## config.mk

```make
export PLATFORM = sky130hd
export DESIGN_NAME = led_row_fifo_wr
export DESIGN_NICKNAME = d
export VERILOG_FILES = /design/src/rtl/led_row_fifo_wr.sv
export SDC_FILE = /design/constraint.sdc
export NUM_CORES = 1
export LEC_CHECK = 0
export ABC_AREA = 1
export CAP_MARGIN = 20
export CORE_UTILIZATION = 35
export CTS_BUF_LIST = sky130_fd_sc_hd__clkbuf_2
export CTS_CLUSTER_SIZE = 24
export DETAILED_ROUTE_END_ITERATION = 8
export GPL_ROUTABILITY_DRIVEN = 0
export SYNTH_ARGS = -nofsm -noshare
export SYNTH_HDL_FRONTEND = slang
export SYNTH_SLANG_ARGS = --single-unit
```

## constraint.sdc

```tcl
create_clock -name wr_clk -period 3.6 [get_ports wr_clk]
set_clock_uncertainty 0.2 [all_clocks]
set_input_delay 0.72 -clock wr_clk [delete_from_list [all_inputs] [get_ports wr_clk]]
set_output_delay 0.72 -clock wr_clk [all_outputs]
set_load 0.005 [all_outputs]
```

## src/rtl/led_row_fifo_wr.sv

```systemverilog
// Row serialiser for the LED FIFO: takes one packed row of zone bytes and writes it byte 0 first.
// Optional trailing XOR checksum byte per row when LED_ROW_CHKSUM_EN is defined.
module led_row_fifo_wr #(
  parameter int BYTE_NUM = 40,
  parameter int ROW_NUM  = 36
) (
  input  logic                  wr_clk,
  input  logic                  rst_n,
  input  logic [8*BYTE_NUM-1:0] row_data,
  input  logic                  row_valid,
  output logic                  row_ready,
  input  logic                  frame_sync,
  input  logic                  fifo_full,
  output logic                  fifo_wr_en,
  output logic [7:0]            fifo_din,
  output logic [5:0]            row_cnt,
  output logic                  frame_done,
  output logic                  busy,
  output logic                  dbg_state
);

  localparam int CW = $clog2(BYTE_NUM + 1);
`ifdef LED_ROW_CHKSUM_EN
  localparam logic [CW-1:0] LAST_BYTE = CW'(BYTE_NUM);
`else
  localparam logic [CW-1:0] LAST_BYTE = CW'(BYTE_NUM - 1);
`endif

  typedef enum logic {IDLE, SEND} state_t;

  state_t                state;
  logic [8*BYTE_NUM-1:0] shift_reg;
  logic [CW-1:0]         byte_cnt;
  logic                  sync_pend;
  logic                  wr;
  logic                  row_done;

  // Row handshake: a row transfers on any rising edge where row_valid and row_ready
  // are both high; row_ready is high only in IDLE and the source holds row_valid until then.
  assign row_ready  = (state == IDLE);
  assign busy       = (state == SEND);
  assign dbg_state  = (state == SEND);
  assign wr         = (state == SEND) && !fifo_full;
  assign fifo_wr_en = wr;
  assign row_done   = wr && (byte_cnt == LAST_BYTE);

`ifdef LED_ROW_CHKSUM_EN
  logic [7:0] chk_acc;

  assign fifo_din = (byte_cnt == CW'(BYTE_NUM)) ? chk_acc : shift_reg[7:0];

  always_ff @(posedge wr_clk or negedge rst_n) begin
    if (!rst_n) begin
      chk_acc <= '0;
    end else if (state == IDLE && row_valid) begin
      chk_acc <= '0;
    end else if (wr) begin
      // The register is already zero by the checksum byte, so the extra XOR is harmless.
      chk_acc <= chk_acc ^ shift_reg[7:0];
    end
  end
`else
  assign fifo_din = shift_reg[7:0];
`endif

  always_ff @(posedge wr_clk or negedge rst_n) begin
    if (!rst_n) begin
      state      <= IDLE;
      shift_reg  <= '0;
      byte_cnt   <= '0;
      sync_pend  <= 1'b0;
      row_cnt    <= '0;
      frame_done <= 1'b0;
    end else begin
      frame_done <= 1'b0;
      case (state)
        IDLE: begin
          sync_pend <= 1'b0;
          if (frame_sync) row_cnt <= '0;
          if (row_valid) begin
            shift_reg <= row_data;
            byte_cnt  <= '0;
            state     <= SEND;
          end
        end
        SEND: begin
          if (frame_sync) sync_pend <= 1'b1;
          if (wr) begin
            shift_reg <= shift_reg >> 8;
            byte_cnt  <= byte_cnt + CW'(1);
          end
          if (row_done) begin
            state     <= IDLE;
            sync_pend <= 1'b0;
            // A sync seen anywhere in this row (including its last cycle) restarts the frame silently.
            if (sync_pend || frame_sync) begin
              row_cnt <= '0;
            end else if (row_cnt == 6'(ROW_NUM - 1)) begin
              row_cnt    <= '0;
              frame_done <= 1'b1;
            end else begin
              row_cnt <= row_cnt + 6'd1;
            end
          end
        end
      endcase
    end
  end

endmodule

```

=== Word-level counts from Yosys, hierarchy flattened ===
Cells that the tools add are included.

* Register bits after elaboration: 335
* Bits in latches: 0
* Bits in writable memories: 0
* Bits in read-only memories: 0
* Input bits: 325
* Output and inout port bits: 19
* Word-level logic and storage cells: 43
* Memories: 0

* Add/subtract/negate cells: 2
* Multiply operators: 0
* Divide/modulo/power cells: 0
* $lt $le $gt $ge: 0
* Equal/unequal tests: 7
* Shift-type cells: 0
* Muxes and demuxes: 21
* Bitwise logic cells: 1
* Reduce and logical (&&, ||, !) cells: 6

{| class="wikitable"
|+ Operators by type and width
! operator !! count
|-
| 320-bit 2-to-1 mux || 2
|-
| 320-bit one-hot mux with 2 select lines || 1
|-
| 6-bit 2-to-1 mux || 6
|-
| 6-bit one-hot mux with 2 select lines || 2
|-
| 6-bit by 1-bit adder with 6-bit output (second input constant) || 2
|-
| 6-bit == test (second input constant) || 2
|-
| 1-bit 2-to-1 mux || 8
|-
| 2-bit by 1-bit != test with 1-bit output (second input constant) || 3
|-
| 1-bit one-hot mux with 2 select lines || 2
|-
| 2-bit AND reduction || 2
|-
| 3-bit by 2-bit != test with 1-bit output (second input constant) || 1
|-
| 1-bit logical AND || 2
|-
| 2-bit != test (second input constant) || 1
|-
| 1-bit logical NOT || 1
|-
| 1-bit logical OR || 1
|-
| 1-bit inverter || 1
|}

=== Longest topological paths before layout ===
Gate-level depths: netlist (run 1).

* Depth in word-level cells: 5
* Depth in mapped cells: 9
* Depth with buffers taken out: 8

=== Worst setup path before layout (run 1) ===
OpenSTA, ideal clock, no wires.

* Path type: input-to-reg
* From: input row_valid
* To: register shift_reg[100]
* Setup time: 0.130 ns
* Arrival time: 1.584 ns
* Data required time: 3.270 ns
* Path slack: 1.686 ns
* Stages on the path: 8
* Path buffers: 3
* Path through: inv_1 -> nor2_1 -> inv_1 -> nand2_2 -> buf_4 -> buf_2 -> buf_2 -> a31oi_1

* Word-level cells in the longest chain between the ends: 2

{| class="wikitable"
|+ Ends and longest elaborated chain
! element !! RTL line !! source
|-
| start: declaration || 10 || <nowiki>input logic row_valid,</nowiki>
|-
| 2-bit != test (no source line) || - ||
|-
| 2-bit AND reduction (no source line) || - ||
|-
| end signal: assignment || 81 || <nowiki>shift_reg <= row_data;</nowiki>
|-
| end signal: assignment || 89 || <nowiki>shift_reg <= shift_reg >> 8;</nowiki>
|-
| end: declaration || 32 || <nowiki>logic [8*BYTE_NUM-1:0] shift_reg;</nowiki>
|}

Every way passes these cells.
A chain may end at the register's enable or synchronous reset.

=== Worst setup path after layout (run 1) ===
* From: register state, in the netlist busy
* To: output row_ready

* Word-level cells in the longest chain between the ends: 1

{| class="wikitable"
|+ Ends and longest elaborated chain
! element !! RTL line !! source
|-
| start: declaration || 31 || <nowiki>state_t state;</nowiki>
|-
| start signal: assignment || 68 || <nowiki>state <= IDLE;</nowiki>
|-
| start signal: assignment || 83 || <nowiki>state <= SEND;</nowiki>
|-
| start signal: assignment || 93 || <nowiki>state <= IDLE;</nowiki>
|-
| 1-bit inverter || - ||
|-
| end: declaration || 11 || <nowiki>output logic row_ready,</nowiki>
|}

Every way passes these cells.

==> run metrics, run 1 <==
hold depth 3; r2r worst-path depth 8; Min-Delay Path Class input pin to register; Leakage 0.00927 uW; Most used DFF post-synth dfrtp_1; synthesized instance count 1826; crit share post-route 93.1%; cell area after synthesis 15000 um^2; Final Hold Viols 0; Top Ports 344; outcome finished clean; clk sinks 335; worst-case clock buffer depth 3; final setup fails 0; worst hold slack 126 ps; dpl ws 619 ps; VDD IR max 0.248 mV; nets@finish 2605; fin area 21100 um^2; share of layout cells above drive strength 1 7.84%; Synth area leaders dfrtp_1 56%, nand2_1 16%, a31oi_1 13%; clock-pin slew on the worst setup and hold paths 90 ps; WL/cell 16.0 um; core area 42100 um^2; number of H-tree levels 3; Syn. warnings 0; first-pass GRT wire length 73700 um; max reg flops 320; largest net degree at the start of global routing 192; hold endpoint shift_reg[125]$_DFFE_PN0P_; worst setup margin 247 ps; Fmax 298 MHz; Startpoint Class register; ys async rst share 100%; pwr dens 628 nW/um^2; Die X 209 um; Initial Util 35.7%; Worst Path Class, Setup register to output pin; Detailed Place HPWL 30200 um; reg2reg end shift_reg[112]$_DFFE_PN0P_; Worst Setup End Kind output pin; vias in the first global route 14000; most numerous cell in the Yosys netlist nand2_1; sequential area share after synthesis 55.8%; area leader, netlist dfrtp_1; FP Rows 75; peak fanout along the critical path 48; critical path arrival 2430 ps; Max Cap Viol 0; setup total negative slack 0 ps; total grt overflow 0; Post-synth EDFFs 0; area share of the largest cell type after synthesis 55.8%; RSZ-0062 raised after global routing no; CTS buffer count 93; I/O Buffers 343; Hold Path Origin row_data[125]; Die Span Y 209 um; # DRC 0; Pre-Repair DR Iteration Count 5; CTS tree yes; antenna violations before repair 6; Yosys reg bits 335; Iter 0 DRT Violations 1106; final WL 46200 um; Worst slew margin 29.2%; worst slew pin tran 1060 ps; share of the core filled with cells 50.0%; die area 43800 um^2; Tmin final 3350 ps; area grow syn2layout 40.3%; clk root buf clkbuf_2; Detail Route Antenna Nets 0; fill cell count 4086; Slew Viols, Final 0; Worst EP required 2680 ps; Vias per Instance 4.94; Placed Area 18800 um^2; routed vias 14300; synth unique cells 23; reg-to-reg setup timing slack 1160 ps; syn avg cell area 8.23 um^2; top cells by count, synth 642 x nand2_1, 335 x dfrtp_1, 326 x nor2_1; RR Startpoint busy$_DFF_PN0_; clk_lat worst skew 1020 ps; GRT Resource Usage Total 21.2%; Mapped Nets 2153
## cell usage in the layout (no fill, tap or decap), drive strengths merged
cell type and n:
a21oi 5, a22o 9, a31oi 312, buf 27
bufinv 1, clkbuf 141, clkdlybuf4s50 342, clkinv 20
clkinvlp 2, dfrtp 335, diode 7, dlygate4sd3 137
ha 2, inv 22, nand2 643, nand3 10
nand4 1, nor2 327, nor3 3, o21ai 5
o22ai 1, o31ai 2, xor2 1
## routing by layer
| layer | track usage, % | vias to the layer above | share of wire (%) |
|---|---|---|---|
| li1 | - | 7021 | - |
| met1 | 29.2 | 6808 | 46 |
| met2 | 33.3 | 413 | 47 |
| met3 | 4.37 | 62 | 4.9 |
| met4 | 6.87 | 0 | 1.7 |
| met5 | 0 | - | 0 |
## worst max path at each step
stage | slack [ps] | end | cells after the start | startpoint
after CTS | 10 | fifo_wr_en | 3 | busy$_DFF_PN0_
after detailed placement | 620 | shift_reg[88]$_DFFE_PN0P_ | 10 | row_valid
final | 250 | row_ready | 2 | busy$_DFF_PN0_
after global placement | 640 | shift_reg[119]$_DFFE_PN0P_ | 10 | row_valid
after floorplan | 1690 | shift_reg[100]$_DFFE_PN0P_ | 8 | row_valid
after global routing | 20 | row_ready | 2 | busy$_DFF_PN0_
## cell families (layout without fill, tap and decap cells)
kind of cell             after synthesis  count (layout)  synth area share (%)
AND/OR/NAND/NOR                      984             984                  24.8
adder cells (fa/ha/maj)                2               2                 0.167
XOR/XNOR                               1               1                0.0583
other                                  0               7                     0
flip-flops                           335             335                  55.8
buffers and inverters                170             692                  5.14
AO/OA/AOI/OAI                        334             334                  14.0
## cell type report
class / instances / area, um^2 / share of cell area [%]
repair buffers: 506 / 5180 / 24.6
diodes: 7 / 17.5 / 0.0831
clock buffers: 141 / 706 / 3.35
clock inverters: 24 / 143 / 0.677
flip-flops and latches: 335 / 8390 / 39.8
inverters: 21 / 91.3 / 0.433
multi-input cells: 1321 / 5880 / 27.9
well taps: 539 / 674 / 3.20
## worst max-delay path, stage by stage, from the launching register on
cell and delay (ps):
dfrtp_4 610, inv_12 220, clkdlybuf4s50_1 630
## power breakdown
group	total (uW)	internal, uW	switching, uW
clock	2790	1120	1670
sequential	6150	5270	874
combinational	4310	1970	2330
total	13200	8360	4870
## what timing repair did
item / in CTS / in global routing
buffers inserted: 0 / 1
endpoints found under the hold margin: 303 / 1
gates resized for setup: 1 / 0
hold buffers: 137 / 1
setup endpoints to repair: 2 / 2
cloned: 0 / 0
## through the flow
stage               total power (uW)  instances
floorplan                       8910       1826
global placement               10300       2583
detailed placement             10400       2583
CTS                            13400       2885
global route                   14300       2893
finish                         13200       2894
No activity file was read; power rests on OpenSTA's default activity.
==> run 2, diff against run 1 <==
Settings changed: SKIP_CTS_REPAIR_TIMING set to 1.
==> run metrics, run 2 (synthesized netlist as in run 1, its figures left out) <==
fin area 20300 um^2; placed instance count 2583; Vias per Instance 4.96; pwr dens 649 nW/um^2; Fmax 303 MHz; met1 Usage GRT 28.5%; clock-pin slew on the worst setup and hold paths 90 ps; most common cell after layout, fill and taps aside nand2_1; Max Cap Viol 0; routed vias 14000; share of the core filled with cells 48.1%; Worst EP required 2680 ps; total grt overflow 0; share of layout cells above drive strength 1 8.15%; max reg flops 320; worst slew pin tran 1050 ps; Min-Delay Path Class input pin to register; final WL 45600 um; outcome finished clean; GRT busiest layer met2; clk root buf clkbuf_2; crit share post-route 91.5%; # DRC 0; Die Span Y 209 um; clk_lat worst skew 1010 ps; Placed Area 18800 um^2; hold depth 3; RSZ-0062 raised after global routing no; met2 Usage GRT 31.9%; Hold Path Origin row_data[218]; Detail Route Antenna Nets 0; clk sinks 335; fin cells 2815; crit path from busy$_DFF_PN0_; Tmin final 3300 ps; peak fanout along the critical path 48; Worst slew margin 29.9%; antenna violations before repair 7; Slew Viols, Final 0; Detailed Place HPWL 30200 um; Pre-Repair DR Iteration Count 5; dpl ws 619 ps; die area 43800 um^2; most frequent cells in the layout 642 x nand2_1, 342 x clkdlybuf4s50_1, 334 x dfrtp_1, 326 x nor2_1, 312 x a31oi_1; I/O Buffers 343; number of H-tree levels 3; RR Startpoint busy$_DFF_PN0_; Die X 209 um; area grow syn2layout 35.0%; Worst Path Class, Setup register to output pin; core area 42100 um^2; GRT Resource Usage Total 20.7%; WL/cell 16.2 um; worst setup margin 305 ps; Worst Setup End Kind output pin; r2r worst-path depth 9; CTS buffer count 93; Final Hold Viols 0; vias in the first global route 13400; FP Rows 75; global-route track usage on met3 4.97%; first-pass GRT wire length 71600 um; critical path arrival 2380 ps; VDD IR max 0.250 mV; Startpoint Class register; Initial Util 35.7%; nets@finish 2527; worst hold slack 65.7 ps; Top Ports 344; largest net degree at the start of global routing 192; worst-case clock buffer depth 3; CTS tree yes; Leakage 0.00894 uW; Iter 0 DRT Violations 1087; final setup fails 0
run 2: final cells by class:
| type | count | area (um^2) |
|---|---|---|
| Fill cell | 4177 | 21800 |
| Timing Repair Buffer | 428 | 4390 |
| Clock inverter | 24 | 143 |
| Inverter | 21 | 91.3 |
| Tap cell | 539 | 674 |
| Sequential cell | 335 | 8390 |
| Multi-Input combinational cell | 1321 | 5880 |
| Clock buffer | 141 | 706 |
| Antenna cell | 6 | 15.0 |
run 2: path summary, 6_finish.rpt:
path / to / slack (ps)
min in group asynchronous: shift_reg[38]$_DFFE_PN0P_ / 90
worst max register to register: shift_reg[112]$_DFFE_PN0P_ / 1110
worst min-delay path: shift_reg[218]$_DFFE_PN0P_ / 70
worst min register to register: shift_reg[289]$_DFFE_PN0P_ / 280
worst max-delay path: fifo_wr_en / 300
max in group asynchronous: shift_reg[120]$_DFFE_PN0P_ / 2050
run 2: worst max-delay path, cell delays in order, from the launching register on:
cell and delay, ps:
dfrtp_4 490, clkinv_8 190, nor2_8 200, clkdlybuf4s50_1 520
run 2: through the flow:
| step | total power (uW) | setup TNS (ps) |
|---|---|---|
| finish | 13200 | 0 |
| detailed placement | 10400 | 0 |
| floorplan | 8910 | 0 |
| global route | 14300 | 0 |
| CTS | 13300 | -53.1 |
| global placement | 10300 | 0 |
run 2: where the power goes:
part	switching, uW	leakage [uW]	internal, uW
combinational	2320	0.00471	1920
sequential	860	0.00358	5270
clock	1670	0.000650	1120
run 2: per-layer routing:
layer	share of wire (%)	vias up	routed length, um
met4	1.8	4	812
li1	-	6857	-
met2	47	399	21300
met1	46	6633	20900
met5	0.057	-	26
met3	5.4	68	2460
